[config.mk]
export PLATFORM = sky130hd
export DESIGN_NAME = spi_sd_block_reader
export DESIGN_NICKNAME = d
export VERILOG_FILES = /design/src/rtl/spi_sd_block_reader.sv
export SDC_FILE = /design/constraint.sdc
export NUM_CORES = 1
export LEC_CHECK = 0
export CORE_UTILIZATION = 53
export DETAILED_ROUTE_END_ITERATION = 6
export PLACE_DENSITY = 0.88
export SLEW_MARGIN = 20
export SYNTH_ARGS = -nofsm -noshare
export SYNTH_HDL_FRONTEND = slang
export SYNTH_SLANG_ARGS = --single-unit
[constraint.sdc]
create_clock -name spi_clk_i -period 3.94 [get_ports spi_clk_i]
set_input_delay 0.394 -clock spi_clk_i [delete_from_list [all_inputs] [get_ports spi_clk_i]]
set_output_delay 0.394 -clock spi_clk_i [all_outputs]
set_load 0.02 [all_outputs]
[src/rtl/spi_sd_block_reader.sv]
// ============================================================================
// Module   : spi_sd_block_reader
// Brief    : SD-card CMD17 single-block read sequencer over a byte SPI engine.
// Revision : 1.0 - initial release
// ============================================================================
`default_nettype none

module spi_sd_block_reader #(
    parameter int RESP_TIMEOUT  = 8,
    parameter int TOKEN_TIMEOUT = 4096,
    parameter int BLOCK_BYTES   = 512
) (
    input  logic                           spi_clk_i,
    input  logic                           spi_rst_i,
    input  logic                           spi_initdone_i,
    input  logic                           rd_start_i,
    input  logic [31:0]                    rd_addr_i,
    output logic                           rd_busy_o,
    output logic                           rd_done_o,
    output logic                           rd_err_o,
    output logic [2:0]                     rd_errcode_o,
    output logic [15:0]                    crc_o,
    output logic                           spi_ss_o,
    output logic                           xfer_req_o,
    output logic [7:0]                     xfer_tx_o,
    input  logic                           xfer_done_i,
    input  logic [7:0]                     xfer_rx_i,
    output logic                           buf_we_o,
    output logic [$clog2(BLOCK_BYTES)-1:0] buf_addr_o,
    output logic [7:0]                     buf_data_o
);

    localparam int AW   = $clog2(BLOCK_BYTES);
    localparam int CW   = (AW > 3) ? AW : 3;
    localparam int PMAX = (RESP_TIMEOUT > TOKEN_TIMEOUT) ? RESP_TIMEOUT : TOKEN_TIMEOUT;
    localparam int PW   = $clog2(PMAX + 1);

    localparam logic [PW-1:0] C_RESP_TO  = PW'(RESP_TIMEOUT);
    localparam logic [PW-1:0] C_TOK_TO   = PW'(TOKEN_TIMEOUT);
    localparam logic [CW-1:0] C_LAST     = CW'(BLOCK_BYTES - 1);
    localparam logic [CW-1:0] C_CMD_LAST = CW'(5);

    typedef enum logic [2:0] {
        S_IDLE    = 3'd0,
        S_CMD     = 3'd1,
        S_R1WAIT  = 3'd2,
        S_TOKWAIT = 3'd3,
        S_DATA    = 3'd4,
        S_CRC     = 3'd5,
        S_TRAIL   = 3'd6,
        S_FIN     = 3'd7
    } state_t;

    state_t          state_q, state_d;
    logic [31:0]     addr_q, addr_d;
    logic [CW-1:0]   cnt_q, cnt_d;
    logic [PW-1:0]   poll_q, poll_d;
    logic            pend_q, pend_d;
    logic            busy_q, busy_d;
    logic            done_q, done_d;
    logic            err_q, err_d;
    logic [2:0]      errcode_q, errcode_d;
    logic [2:0]      lat_code_q, lat_code_d;
    logic [15:0]     crc_q, crc_d;
    logic            ss_q, ss_d;
    logic            req_q, req_d;
    logic [7:0]      tx_q, tx_d;
    logic            we_q, we_d;
    logic [AW-1:0]   baddr_q, baddr_d;
    logic [7:0]      bdata_q, bdata_d;

    logic            w_rx_done;
    logic [PW-1:0]   w_poll_inc;
    logic [7:0]      w_cmd_next;
    logic            w_to_trail;
    logic [2:0]      w_code;

    // Only a completion that answers our own outstanding request is consumed.
    assign w_rx_done  = xfer_done_i && pend_q;
    assign w_poll_inc = (poll_q == {PW{1'b1}}) ? poll_q : poll_q + PW'(1);

    always_comb begin
        w_cmd_next = 8'h01;
        case (cnt_q)
            CW'(0):  w_cmd_next = addr_q[31:24];
            CW'(1):  w_cmd_next = addr_q[23:16];
            CW'(2):  w_cmd_next = addr_q[15:8];
            CW'(3):  w_cmd_next = addr_q[7:0];
            default: w_cmd_next = 8'h01;
        endcase
    end

    always_comb begin
        state_d    = state_q;
        addr_d     = addr_q;
        cnt_d      = cnt_q;
        poll_d     = poll_q;
        busy_d     = busy_q;
        done_d     = 1'b0;
        err_d      = 1'b0;
        errcode_d  = errcode_q;
        lat_code_d = lat_code_q;
        crc_d      = crc_q;
        ss_d       = ss_q;
        req_d      = 1'b0;
        tx_d       = tx_q;
        we_d       = 1'b0;
        baddr_d    = baddr_q;
        bdata_d    = bdata_q;
        w_to_trail = 1'b0;
        w_code     = 3'd0;

        case (state_q)
            S_IDLE: begin
                if (rd_start_i) begin
                    if (spi_initdone_i) begin
                        state_d    = S_CMD;
                        addr_d     = rd_addr_i;
                        cnt_d      = '0;
                        poll_d     = '0;
                        lat_code_d = 3'd0;
                        errcode_d  = 3'd0;
                        busy_d     = 1'b1;
                        ss_d       = 1'b0;
                        req_d      = 1'b1;
                        tx_d       = 8'h51;
                    end else begin
                        err_d     = 1'b1;
                        errcode_d = 3'd5;
                    end
                end
            end
            S_CMD: begin
                if (w_rx_done) begin
                    req_d = 1'b1;
                    if (cnt_q == C_CMD_LAST) begin
                        state_d = S_R1WAIT;
                        poll_d  = '0;
                        tx_d    = 8'hFF;
                    end else begin
                        cnt_d = cnt_q + CW'(1);
                        tx_d  = w_cmd_next;
                    end
                end
            end
            S_R1WAIT: begin
                if (w_rx_done) begin
                    if (xfer_rx_i == 8'hFF) begin
                        poll_d = w_poll_inc;
                        if (w_poll_inc >= C_RESP_TO) begin
                            w_to_trail = 1'b1;
                            w_code     = 3'd2;
                        end else begin
                            req_d = 1'b1;
                            tx_d  = 8'hFF;
                        end
                    end else if (xfer_rx_i == 8'h00) begin
                        state_d = S_TOKWAIT;
                        poll_d  = '0;
                        req_d   = 1'b1;
                        tx_d    = 8'hFF;
                    end else begin
                        w_to_trail = 1'b1;
                        w_code     = 3'd1;
                    end
                end
            end
            S_TOKWAIT: begin
                if (w_rx_done) begin
                    if (xfer_rx_i == 8'hFE) begin
                        state_d = S_DATA;
                        cnt_d   = '0;
                        req_d   = 1'b1;
                        tx_d    = 8'hFF;
                    end else if (xfer_rx_i[7:4] == 4'h0) begin
                        w_to_trail = 1'b1;
                        w_code     = 3'd3;
                    end else begin
                        poll_d = w_poll_inc;
                        if (w_poll_inc >= C_TOK_TO) begin
                            w_to_trail = 1'b1;
                            w_code     = 3'd4;
                        end else begin
                            req_d = 1'b1;
                            tx_d  = 8'hFF;
                        end
                    end
                end
            end
            S_DATA: begin
                if (w_rx_done) begin
                    we_d    = 1'b1;
                    baddr_d = cnt_q[AW-1:0];
                    bdata_d = xfer_rx_i;
                    req_d   = 1'b1;
                    tx_d    = 8'hFF;
                    if (cnt_q == C_LAST) begin
                        state_d = S_CRC;
                        cnt_d   = '0;
                    end else begin
                        cnt_d = cnt_q + CW'(1);
                    end
                end
            end
            S_CRC: begin
                if (w_rx_done) begin
                    if (cnt_q == '0) begin
                        crc_d[15:8] = xfer_rx_i;
                        cnt_d       = CW'(1);
                        req_d       = 1'b1;
                        tx_d        = 8'hFF;
                    end else begin
                        crc_d[7:0] = xfer_rx_i;
                        w_to_trail = 1'b1;
                    end
                end
            end
            S_TRAIL: begin
                if (w_rx_done) begin
                    state_d = S_FIN;
                    busy_d  = 1'b0;
                    if (lat_code_q != 3'd0) begin
                        err_d     = 1'b1;
                        errcode_d = lat_code_q;
                    end else begin
                        done_d = 1'b1;
                    end
                end
            end
            S_FIN: begin
                state_d = S_IDLE;
            end
            default: begin
                state_d = S_IDLE;
            end
        endcase

        // Deselect the card before the trailer byte so it releases MISO.
        if (w_to_trail) begin
            state_d    = S_TRAIL;
            ss_d       = 1'b1;
            req_d      = 1'b1;
            tx_d       = 8'hFF;
            lat_code_d = w_code;
        end
    end

    always_comb begin
        pend_d = pend_q;
        if (w_rx_done) begin
            pend_d = 1'b0;
        end
        if (req_d) begin
            pend_d = 1'b1;
        end
    end

    always_ff @(posedge spi_clk_i) begin
        if (spi_rst_i) begin
            state_q    <= S_IDLE;
            addr_q     <= 32'h0;
            cnt_q      <= '0;
            poll_q     <= '0;
            pend_q     <= 1'b0;
            busy_q     <= 1'b0;
            done_q     <= 1'b0;
            err_q      <= 1'b0;
            errcode_q  <= 3'd0;
            lat_code_q <= 3'd0;
            crc_q      <= 16'h0;
            ss_q       <= 1'b1;
            req_q      <= 1'b0;
            tx_q       <= 8'hFF;
            we_q       <= 1'b0;
            baddr_q    <= '0;
            bdata_q    <= 8'h0;
        end else begin
            state_q    <= state_d;
            addr_q     <= addr_d;
            cnt_q      <= cnt_d;
            poll_q     <= poll_d;
            pend_q     <= pend_d;
            busy_q     <= busy_d;
            done_q     <= done_d;
            err_q      <= err_d;
            errcode_q  <= errcode_d;
            lat_code_q <= lat_code_d;
            crc_q      <= crc_d;
            ss_q       <= ss_d;
            req_q      <= req_d;
            tx_q       <= tx_d;
            we_q       <= we_d;
            baddr_q    <= baddr_d;
            bdata_q    <= bdata_d;
        end
    end

    assign rd_busy_o    = busy_q;
    assign rd_done_o    = done_q;
    assign rd_err_o     = err_q;
    assign rd_errcode_o = errcode_q;
    assign crc_o        = crc_q;
    assign spi_ss_o     = ss_q;
    assign xfer_req_o   = req_q;
    assign xfer_tx_o    = tx_q;
    assign buf_we_o     = we_q;
    assign buf_addr_o   = baddr_q;
    assign buf_data_o   = bdata_q;

endmodule

`default_nettype wire

==> run summary <==
net switching share of the total power: 30.2%
Syn. warnings: 0
DRC viols: 0
CP max FO: 6
Max Freq: 319 MHz
slew margin rel.: 28.8%
WHS Path Cells: 2
DP HPWL: 10.0 mm
first-pass GRT wire length: 22.2 mm
# IOs: 95
via count: 5239
clock skew: 0.0126 ns
DR vias/cell: 5.93
Root Driver: clkbuf_8
critical path launch point type: flop
RSZ-0062 raised after global routing: no
ratio of cells with drive above 1 in the final layout: 4.39%
Core Region: 0.00973 mm2
vias in the first global route: 4766
Flop pwr share: 54.1%
Leak: 0.00226 uW
Hold Crit Class: reg2reg
largest area contributor in the netlist: dfxtp_1
Max-Cap Viols: 0
crit path capture type: flop
WP data arrival: 3.40 ns
Hold WS: 0.457 ns
Initial Util: 54.6%
Synth top cells by count: 153 x nand2_1, 111 x dfxtp_1, 91 x a21oi_1
predominant post-synthesis flop cell: dfxtp_1
Post-Syn Area: 0.00531 mm2
net switching power: 678 uW
Tot GR Track Use: 26.7%
Peak VDD IR: 0.187 mV
CTS tree: built
Die H: 102 um
diode count: 0
largest family of logic cells by synthesized area: simple AND/OR/NAND/NOR gates
Mapped Cells: 682
Synth Area in Compound Gates: 22.5%
Post-Synth Adder-Cell Area: 1.41%
Final Cell Area: 0.00643 mm2
simple-gate share of the synthesized area: 28.1%
Tmin final: 3.14 ns
period utilization: 79.6%
cells on worst reg2reg path: 8
placer congestion estimate: 0.880
hold-fix buffers at CTS: 0
internal cell power: 1570 uW
setup TNS: 0 ns
PwrDens: 349 mW/mm2
initial antenna violation count: 0
starting DRC count in detailed routing: 366
Area Growth Syn to Fin: 21.1%
Die ar.: 0.0104 mm2
syn_nets: 733
status: completed
Die X: 102 um
Final Slew Violations: 0
setup ws final: 0.804 ns
Clock Tree Buf Depth: 2
number of setup buffers added after CTS: 0
placed instance area: 0.00627 mm2
Slew @ Worst Pin: 1.07 ns
mux contribution to synthesized area: 1.70%
worst skew pair latency: 0.37 ns
clock share of power: 27.5%
drt total wl: 13.7 mm
ys async rst share: 0%
synthesized area per cell: 7.79 um2
Logic pwr share: 18.4%
Post-synth EDFFs: 0
xor/xnor share of the synthesized area: 0.494%
kind of critical path: reg2reg
Routed Antenna Nets: 0
largest net degree at the start of global routing: 71
sequential share of the synthesized area: 41.8%
share of Yosys cell area claimed by the top area cell type: 41.8%
Worst Path Required: 4.20 ns
Final nets: 797
reg2reg setup slack: 0.80 ns
most frequent cell after synthesis: nand2_1
register bit total from synthesis: 111
PortBufs: 94
CTS sink cnt: 111
cts repair resizes: 0
gr ovfl total: 0
Synth area leaders: dfxtp_1 42%, nand2_1 11%, a21oi_1 8.6%
Placed Instances: 868
Yosys cell types: 69
clk slew on worst S/H paths: 0.11 ns
Final setup viols: 0
Non-Filler Instances: 884
routed length per placed instance: 15.5 um
Setup WS pre-CTS: 0.620 ns
H-tree Lvls: 3
Final Hold Viols: 0
Num CTS Buffers: 9
drt first pass iters: 5
Row Count: 36
[sequential cells by signal, summed over array words and instances (netlist names)]
name	count
xfer_req_o	1
xfer_tx_o	8
buf_we_o	1
rd_done_o	1
rd_errcode_o	3
poll_q	13
lat_code_q	3
cnt_q	9
rd_busy_o	1
rd_err_o	1
spi_ss_o	1
addr_q	32
buf_addr_o	9
state_q	3
buf_data_o	8
crc_o	16
pend_q	1
[cell usage in the layout (no fill, tap or decap), types with 3 or more instances in the layout]
cell type	count
a211oi_1	7
a21o_1	4
a21oi_1	91
a221o_1	5
a22oi_1	14
a31oi_1	9
and2_1	6
and3_1	13
buf_4	4
clkbuf_1	3
clkbuf_8	9
clkdlybuf4s50_1	93
dfxtp_1	111
ha_1	6
inv_1	8
mux2i_1	9
nand2_1	153
nand3_1	25
nand3b_1	3
nand4_1	4
nor2_1	41
nor2b_1	5
nor3_1	18
nor4_1	4
o211ai_1	5
o21ai_0	13
o21ai_1	6
o22ai_1	3
or2_2	3
or3_1	16
or4_1	4
xnor2_1	3
[per-layer routing]
layer | GRT usage, % | vias up | part of all wire, % | wire (um)
li1 | - | 2552 | - | -
met1 | 33.8 | 2488 | 43 | 5840
met2 | 45.6 | 170 | 50 | 6860
met3 | 3.83 | 29 | 5.0 | 691
met4 | 10.8 | 0 | 2.2 | 299
met5 | 0 | - | 0 | 0
[power by group through the flow]
stage / clock, uW / sequential [uW] / combinational, uW
after detailed placement: 0 / 1240 / 406
after floorplan: 0 / 1240 / 259
final: 618 / 1210 / 412
after global routing: 674 / 1220 / 453
after CTS: 626 / 1210 / 409
after global placement: 0 / 1240 / 392
[cell type report]
class                      count  area (um2)
multi-input combinational    517        2880
timing repair buffer          98         966
fill                         845        3290
inverter                       9        33.8
tap                          133         166
clock buffer                  12         135
sequential                   111        2220
clock inverter                 4        30.0
[worst paths after layout]
path | end | from
worst min-delay path | crc_o[13] | crc_o[13]
worst min register to register | crc_o[13] | crc_o[13]
worst max register to register | xfer_tx_o[1] | poll_q[0]
worst max-delay path | xfer_tx_o[1] | poll_q[0]
[logic make-up after synthesis]
family / count (synthesis)
compound gates: 185
xor+xnor: 3
fa+ha+maj: 6
buf+inv: 54
flops: 111
mux: 9
simple gates: 314
[metrics by stage]
| stage | power (uW) | utilization, % |
|---|---|---|
| CTS | 2250 | 66.1 |
| floorplan | 1500 | - |
| global route | 2350 | 66.1 |
| finish | 2240 | 66.1 |
| global placement | 1630 | 64.4 |
| detailed placement | 1640 | 64.4 |
[worst max-delay path, cell delays in order, from the launching register on]
cell and delay [ns]:
dfxtp_1 0.37, ha_1 0.29, and2_1 0.22, a2111oi_4 0.44, mux2i_1 0.27, nand2_1 0.07, o311ai_1 0.71, nand2_1 0.26
a221o_1 0.39
Power figures use the tool's default switching activity.
